[src/rtl/mac_pkg.sv]
// Shared constants for the MAC result serializer: parameter defaults and the
// serializer state encoding.
package mac_pkg;
   localparam int RES_W_DEF = 16;
   localparam int DEPTH_DEF = 4;

   localparam logic [1:0] ST_IDLE = 2'd0;
   localparam logic [1:0] ST_LO   = 2'd1;
   localparam logic [1:0] ST_HI   = 2'd2;
endpackage

[src/rtl/mac_res_fifo.sv]
// Result FIFO: up to N pushes per cycle in ascending column order, one pop.
// Storage is not reset; only the wrap-around pointers are.
module mac_res_fifo
   import mac_pkg::*;
#(
   parameter int N     = 2,
   parameter int RES_W = RES_W_DEF,
   parameter int DEPTH = DEPTH_DEF
) (
   input  logic               clk,
   input  logic               rst,
   input  logic               clr,
   input  logic [N-1:0]       push,
   input  logic [N*RES_W-1:0] din,
   input  logic               pop,
   output logic [RES_W-1:0]   head,
   output logic [7:0]         nxt_lo,
   output logic               empty,
   output logic               multi,
   output logic               drop
);
   localparam int AW = $clog2(DEPTH);
   localparam int PW = AW + 1;

   logic [RES_W-1:0] mem [DEPTH];
   logic [PW-1:0]    wr_ptr, rd_ptr, count, free, n_push;
   logic [AW-1:0]    waddr [N];
   logic [AW-1:0]    rd_nxt_a;
   logic [N-1:0]     acc;
   logic             full;

   assign count    = wr_ptr - rd_ptr;
   assign empty    = (wr_ptr == rd_ptr);
   assign full     = (wr_ptr[AW] != rd_ptr[AW]) && (wr_ptr[AW-1:0] == rd_ptr[AW-1:0]);
   assign multi    = (count > PW'(1));
   assign rd_nxt_a = rd_ptr[AW-1:0] + AW'(1);
   assign head     = mem[rd_ptr[AW-1:0]];
   assign nxt_lo   = mem[rd_nxt_a][7:0];

   // A same-cycle pop frees its entry, so it counts towards the free space.
   always_comb begin
      free   = full ? {{(PW-1){1'b0}}, pop}
                    : PW'(DEPTH) - count + {{(PW-1){1'b0}}, pop};
      n_push = '0;
      acc    = '0;
      drop   = 1'b0;
      for (int k = 0; k < N; k++) begin
         waddr[k] = wr_ptr[AW-1:0] + n_push[AW-1:0];
         if (push[k]) begin
            if (n_push < free) begin
               acc[k] = 1'b1;
               n_push = n_push + PW'(1);
            end else begin
               drop = 1'b1;
            end
         end
      end
   end

   always_ff @(posedge clk or posedge rst) begin
      if (rst) begin
         wr_ptr <= '0;
         rd_ptr <= '0;
      end else if (clr) begin
         wr_ptr <= '0;
         rd_ptr <= '0;
      end else begin
         wr_ptr <= wr_ptr + n_push;
         if (pop) rd_ptr <= rd_ptr + PW'(1);
      end
   end

   always_ff @(posedge clk) begin
      if (!clr) begin
         for (int k = 0; k < N; k++) begin
            if (acc[k]) mem[waddr[k]] <= din[k*RES_W +: RES_W];
         end
      end
   end
endmodule

[src/rtl/mac_res_ser.sv]
// Captures MAC column results into a FIFO and streams each word out as two
// bytes (low then high) over a valid/ready byte port.
//
//   state | meaning
//   IDLE  | nothing presented, waiting for a word in the FIFO
//   LO    | low byte of the head word presented
//   HI    | high byte of the head word presented; pops on accept
module mac_res_ser
   import mac_pkg::*;
#(
   parameter int N     = 2,
   parameter int RES_W = RES_W_DEF,
   parameter int DEPTH = DEPTH_DEF
) (
   input  logic               clk,
   input  logic               rst,
   input  logic [N-1:0]       res_wr_i,
   input  logic [N*RES_W-1:0] res_i,
   input  logic               out_rdy_i,
   input  logic               clr_i,
   output logic [7:0]         out_data_o,
   output logic               out_v_o,
   output logic               out_last_o,
   output logic               ovf_o
);
   localparam int NN = N * N;
   localparam int CW = (NN > 1) ? $clog2(NN) : 1;

   logic [1:0]       state;
   logic [CW-1:0]    wcnt;
   logic [RES_W-1:0] head;
   logic [7:0]       nxt_lo;
   logic             empty, multi, drop, pop, at_last;

   assign pop     = (state == ST_HI) && out_v_o && out_rdy_i && !clr_i;
   assign at_last = (wcnt == CW'(NN - 1));

   mac_res_fifo #(.N(N), .RES_W(RES_W), .DEPTH(DEPTH)) u_fifo (
      .clk    (clk),
      .rst    (rst),
      .clr    (clr_i),
      .push   (res_wr_i),
      .din    (res_i),
      .pop    (pop),
      .head   (head),
      .nxt_lo (nxt_lo),
      .empty  (empty),
      .multi  (multi),
      .drop   (drop)
   );

   always_ff @(posedge clk or posedge rst) begin
      if (rst) begin
         state      <= ST_IDLE;
         wcnt       <= '0;
         out_data_o <= '0;
         out_v_o    <= 1'b0;
         out_last_o <= 1'b0;
         ovf_o      <= 1'b0;
      end else if (clr_i) begin
         state      <= ST_IDLE;
         wcnt       <= '0;
         out_data_o <= '0;
         out_v_o    <= 1'b0;
         out_last_o <= 1'b0;
         ovf_o      <= 1'b0;
      end else begin
         if (drop) ovf_o <= 1'b1;
         case (state)
            ST_IDLE: begin
               if (!empty) begin
                  out_data_o <= head[7:0];
                  out_v_o    <= 1'b1;
                  state      <= ST_LO;
               end
            end
            ST_LO: begin
               if (out_v_o && out_rdy_i) begin
                  out_data_o <= head[15:8];
                  out_last_o <= at_last;
                  state      <= ST_HI;
               end
            end
            ST_HI: begin
               if (out_v_o && out_rdy_i) begin
                  wcnt       <= at_last ? '0 : wcnt + CW'(1);
                  out_last_o <= 1'b0;
                  // Only a word already stored behind the head can follow
                  // without a bubble; same-cycle pushes go through IDLE.
                  if (multi) begin
                     out_data_o <= nxt_lo;
                     state      <= ST_LO;
                  end else begin
                     out_v_o <= 1'b0;
                     state   <= ST_IDLE;
                  end
               end
            end
            default: state <= ST_IDLE;
         endcase
      end
   end
endmodule
[config.mk]
export PLATFORM = sky130hd
export DESIGN_NAME = mac_res_ser
export DESIGN_NICKNAME = d
export VERILOG_FILES = /design/src/rtl/mac_pkg.sv /design/src/rtl/mac_res_fifo.sv /design/src/rtl/mac_res_ser.sv
export SDC_FILE = /design/constraint.sdc
export NUM_CORES = 1
export LEC_CHECK = 0
export ABC_AREA = 1
export CAP_MARGIN = 0
export CORE_AREA = 3 3 112 87
export CTS_CLUSTER_SIZE = 16
export DETAILED_ROUTE_END_ITERATION = 8
export DIE_AREA = 0 0 115 90
export GPL_TIMING_DRIVEN = 0
export HOLD_SLACK_MARGIN = 0.06
export MAX_ROUTING_LAYER = met4
export PLACE_DENSITY = 0.8
export SLEW_MARGIN = 20
export SYNTH_ARGS = -nofsm -noshare
export SYNTH_HDL_FRONTEND = slang
export SYNTH_SLANG_ARGS = --single-unit
[constraint.sdc]
create_clock -name clk -period 5.6 [get_ports clk]
set_clock_uncertainty 0.2 [all_clocks]
set_input_delay 1.12 -clock clk [delete_from_list [all_inputs] [get_ports clk]]
set_output_delay 1.12 -clock clk [all_outputs]
set_load 0.05 [all_outputs]
=== Word level (Yosys, flattened, before mapping) ===
Memories as Yosys holds them, arrays and structs flattened.
Cells that the tools add are included.

* Muxes and demuxes: 49
* Equality and inequality tests: 11
* Order comparisons: 3
* Reductions and logical operators: 19
* Add/sub/neg operators: 9

{| class="wikitable"
|+ Operators with widths
! operator !! number
|-
| $mux 8 || 5
|-
| $mux 1 || 25
|-
| $pmux 8 s3 || 1
|-
| $mux 3 || 7
|-
| $mux 2 || 8
|-
| $ne 3x3->1 const B || 4
|-
| $reduce_bool 2->1 || 4
|-
| $add 3x1->3 const B || 2
|-
| $pmux 2 s3 || 1
|-
| $reduce_and 3->1 || 2
|-
| $reduce_bool 3->1 || 2
|-
| $logic_and 1x1->1 || 5
|-
| $reduce_and 5->1 || 1
|-
| $add 2x1->2 const B || 2
|-
| $eq 2x2->1 const B || 2
|-
| $pmux 1 s2 || 2
|-
| $reduce_and 4->1 || 1
|-
| $reduce_bool 4->1 || 1
|-
| $add 3x1->3 || 1
|-
| $add 3x3->3 || 1
|-
| $eq 3x3->1 || 1
|-
| $gt 3x1->1 const B || 1
|-
| $lt 1x3->1 const A || 1
|-
| $lt 3x3->1 || 1
|-
| other kinds (10) || 10
|}

* Register bits: 21
* RAM bits: 64
* Output and inout bits: 11
* Bits of input ports: 38
* Memories: 1
* Logic and storage cells: 100

{| class="wikitable"
|+ Memory list
! memory !! words !! bits a word !! rd ports !! clocked after memory_dff !! wr ports !! RTL line !! source
|-
| u_fifo.mem || 4 || 16 || 2 || 0 || 2 || mac_res_fifo.sv:25 || <nowiki>logic [RES_W-1:0] mem [DEPTH];</nowiki>
|}

=== Depth between registers and ports, before layout ===
* Depth after elaboration: 15
* Mapped depth: 20
* Depth with buffers taken out: 20

=== By module ===
A second synthesis with hierarchy kept.

* Cell total of the unflattened synthesis: 672
* Area total of the unflattened synthesis: 5246.3 um^2

{| class="wikitable"
|+ By module, submodules not included
! module !! area an instance (um^2) !! seq. area each (um^2) !! cells an instance !! times used
|-
| mac_res_fifo || 4190.3 || 2072.0 || 511 || 1
|-
| mac_res_ser || 1056.0 || 375.4 || 161 || 1
|}

=== Worst setup path before layout ===
OpenSTA, ideal clock, no wires.

* Path type: input -> register
* From: input out_rdy_i
* To: memory u_fifo.mem[1][0] (netlist bit) (enable)
* Setup slack: 1362 ps
* Arrival: 3624 ps
* Required time: 4986 ps
* Stages: 12
* Library setup time: 414 ps
* Cells stage by stage: nand3_1 -> nor2_1 -> inv_1 -> ha_1 -> inv_1 -> ha_1 -> inv_1 -> nand3_1 -> nand3_2 -> nand3_4 -> nand3_1 -> o31ai_1

{| class="wikitable"
|+ RTL lines
! item !! RTL line !! source
|-
| start: declaration || mac_res_ser.sv:19 || <nowiki>input logic out_rdy_i,</nowiki>
|-
| end: declaration || mac_res_fifo.sv:25 ||
|}

==> metrics.cfg <==
[sta]
tightest_slew_ps = 827
fin_hold_ws_ps = 284
period_share_pct = 79.3
rsz0062_at_grt = no
maxSlewViolCount = 0
period_minus_slack_ps = 4440
finalHoldViolations = 0
tns_ps = 0
maxSlewHeadroom_pct = 44.8
fmax_mhz = 225
post-route-worst-setup-slack_ps = 1160
setup_viol = 0

[clock_network]
clk_pin_slew_ps = 60
cts_hold_buf = 0
cts_setup_buffers = 0
clockBufferDepth = 2
cts_root_buf = clkbuf_16
cts_resized = 0
htree_levels = 3
cts.sinks = 85
cts_buffers = 9
clk_latency_ps = 340
cts_tree = built

[synth]
netlist_instances = 612
netlist_area_um2 = 5040
synth-edff-count = 64
async_flop_share_pct = 24.7
ys_types = 38
synth_compound_area_share_pct = 14.2
yosys_warnings = 0
synth_top_area_share_pct = 38.1
synth_xor_area_share_pct = 0.174
synth_area_leaders = edfxtp_1 (38%), nand2_1 (12%), dfrtp_1 (10%), nand3_1 (8.1%), o21ai_0 (5.7%)
synth.avg_cell_area_um2 = 8.24
ys_seq_elements = 85
yosys.area_share.simple_pct = 24.6
ys_seq_area_share_pct = 48.5
synth_top_area_cell = edfxtp_1
synth_top_family_by_area = simple AND/OR/NAND/NOR gates
ys.flop_type = edfxtp_1
syn_nets = 664
synth_adder_area_share_pct = 3.77
synthMuxAreaShare_pct = 0

[finish]
final_cell_mix = nand2_1 (167), nand3_1 (82), edfxtp_1 (64), inv_1 (61), o21ai_0 (55)
final_area_um2 = 6050
synthToLayoutAreaGrowth_pct = 19.9
final_common_cell = nand2_1
antenna_cells = 0
nets = 726
fillers = 690
drive_gt1_share_pct = 7.95

[setup_path]
startpoint = out_rdy_i
end_kind = register
r2r-start = u_fifo.rd_ptr[1]$_DFFE_PP0P_
worstPathRequired_ps = 5450
worst_ep_arrival_time_ps = 4290
critical_path_class = primary input to register
start_kind = primary input
worstPathMaxFanout = 11
reg2reg_slack_ps = 1260
endpoint = u_fifo.mem[2][11]$_DFFE_PP_
reg2reg_to = u_fifo.mem[2][11]$_DFFE_PP_
reg2regPathDepth = 15

[power_and_ir_drop]
p_total_uw = 2930
leakage_uw = 0.00265
power_density_nw_per_um2 = 485
vdd_ir_drop_max_mv = 0.299

[global_route]
grt_pass1_vias = 4669
antenna_found_initial = 0
grt_use_total_pct = 31.2
grt_remaining_overflow = 0
grt_pass1_wl_mm = 23.9
grt_start_max_net_pins = 22

[detailed_routing]
drt_iter0_drc = 492
ant_nets = 0
dr.pass1.iters = 6
vias = 4798
wl_per_cell_um = 19.5
vias_per_cell = 6.10
drc = 0
wirelength_mm = 15.3

[place]
gp_congestion = 0.895
pre_cts_slack_ps = 875
dpl_cell_area_um2 = 5730
placement.io_buffers = 47
dpl.hpwl_mm = 11.0

[worst_hold_path]
hold_class = register to register
hold_depth = 2

[floorplanning]
die_x_um = 115
die_area_um2 = 10400
design.core.area_um2 = 8560
io_pins = 49
rows = 29
die_y_um = 90
initial_core_util_pct = 58.9

[outcome]
status = completed

[flow_run]
max_cap_violations = 0

through the flow:
step           cells  utilization, %
6_report         787            70.6
5_1_grt          787            70.6
4_1_cts          787            70.6
3_5_place_dp     771            66.9
3_3_place_gp     767            66.0
2_1_floorplan    612               -
registers in the layout, indices dropped and copies added, names as in the netlist:
| name | count |
|---|---|
| out_last_o | 1 |
| u_fifo.mem | 64 |
| ovf_o | 1 |
| out_data_o | 8 |
| u_fifo.rd_ptr | 3 |
| state | 2 |
| out_v_o | 1 |
| u_fifo.wr_ptr | 3 |
| wcnt | 2 |
power by group:
group          internal (µW)  leakage, µW  switching [µW]
Combinational            415      0.00163             935
Clock                    388     0.000151             240
Sequential               876     0.000863            77.1
Total                   1680      0.00265            1250
synthesized netlist by cell type, types with 2 or more instances:
cell / n
buf_6: 5
nand2_4: 3
ha_1: 12
nand2_1: 167
o21ai_1: 14
fa_1: 2
inv_2: 2
clkbuf_1: 17
buf_1: 2
edfxtp_1: 64
buf_2: 4
o211ai_1: 6
a21oi_1: 40
o22ai_1: 2
nand3_1: 82
nand2_2: 6
inv_1: 61
a22oi_1: 6
nor2_1: 15
dfrtp_1: 21
buf_4: 6
nand4_1: 2
o21ai_0: 57
nor3_1: 2
logic make-up (layout without fill, tap and decap cells):
family / Yosys count / after routing
adder cells (fa/ha/maj): 14 / 14
AND/OR/NAND/NOR: 281 / 281
AO/OA/AOI/OAI: 132 / 132
XOR/XNOR: 1 / 1
flip-flops: 85 / 85
buffers and inverters: 99 / 166
worst max-delay path, stage by stage:
cell and delay, ps:
clkdlybuf4s50_1 500, nand3_1 130, nor2_1 280, inv_1 140, ha_1 200, inv_1 60, ha_1 160, inv_1 50
nand3_1 90, nand3_2 130, nand3_4 120, nand3_1 160, nand2_1 140, nand2_4 130, inv_4 150, nand2_4 110
buf_6 180, o21ai_2 190, buf_8 220
routing by layer:
layer	routed length, µm	global-route usage [%]	part of all wire [%]	vias up
li1	-	-	-	2207
met1	5970	38.9	39	2196
met2	7080	48.3	46	330
met4	599	14.5	3.9	0
met3	1700	7.05	11	65
met5	0	-	0	-
worst min path at each step:
stage,slack [ps],to,from
CTS,290,out_data_o[2]$_DFFE_PP0P_,out_data_o[2]$_DFFE_PP0P_
global placement,260,out_data_o[0]$_DFFE_PP0P_,out_data_o[0]$_DFFE_PP0P_
global route,320,out_data_o[5]$_DFFE_PP0P_,out_data_o[5]$_DFFE_PP0P_
floorplan,270,wcnt[0]$_DFFE_PP0P_,wcnt[0]$_DFFE_PP0P_
finish,280,out_data_o[2]$_DFFE_PP0P_,out_data_o[2]$_DFFE_PP0P_
detailed placement,280,out_data_o[2]$_DFFE_PP0P_,out_data_o[2]$_DFFE_PP0P_
area by class of cell:
type,count,area (µm²),area share (%)
well taps,108,135,2.23
inverters,65,246,4.08
plain buffers,34,193,3.19
clock inverters,7,90.1,1.49
repair buffers,51,527,8.71
multi-input cells,428,2180,36.1
flip-flops and latches,85,2450,40.5
clock buffers,9,225,3.72
No activity file was read; power rests on OpenSTA's default activity.
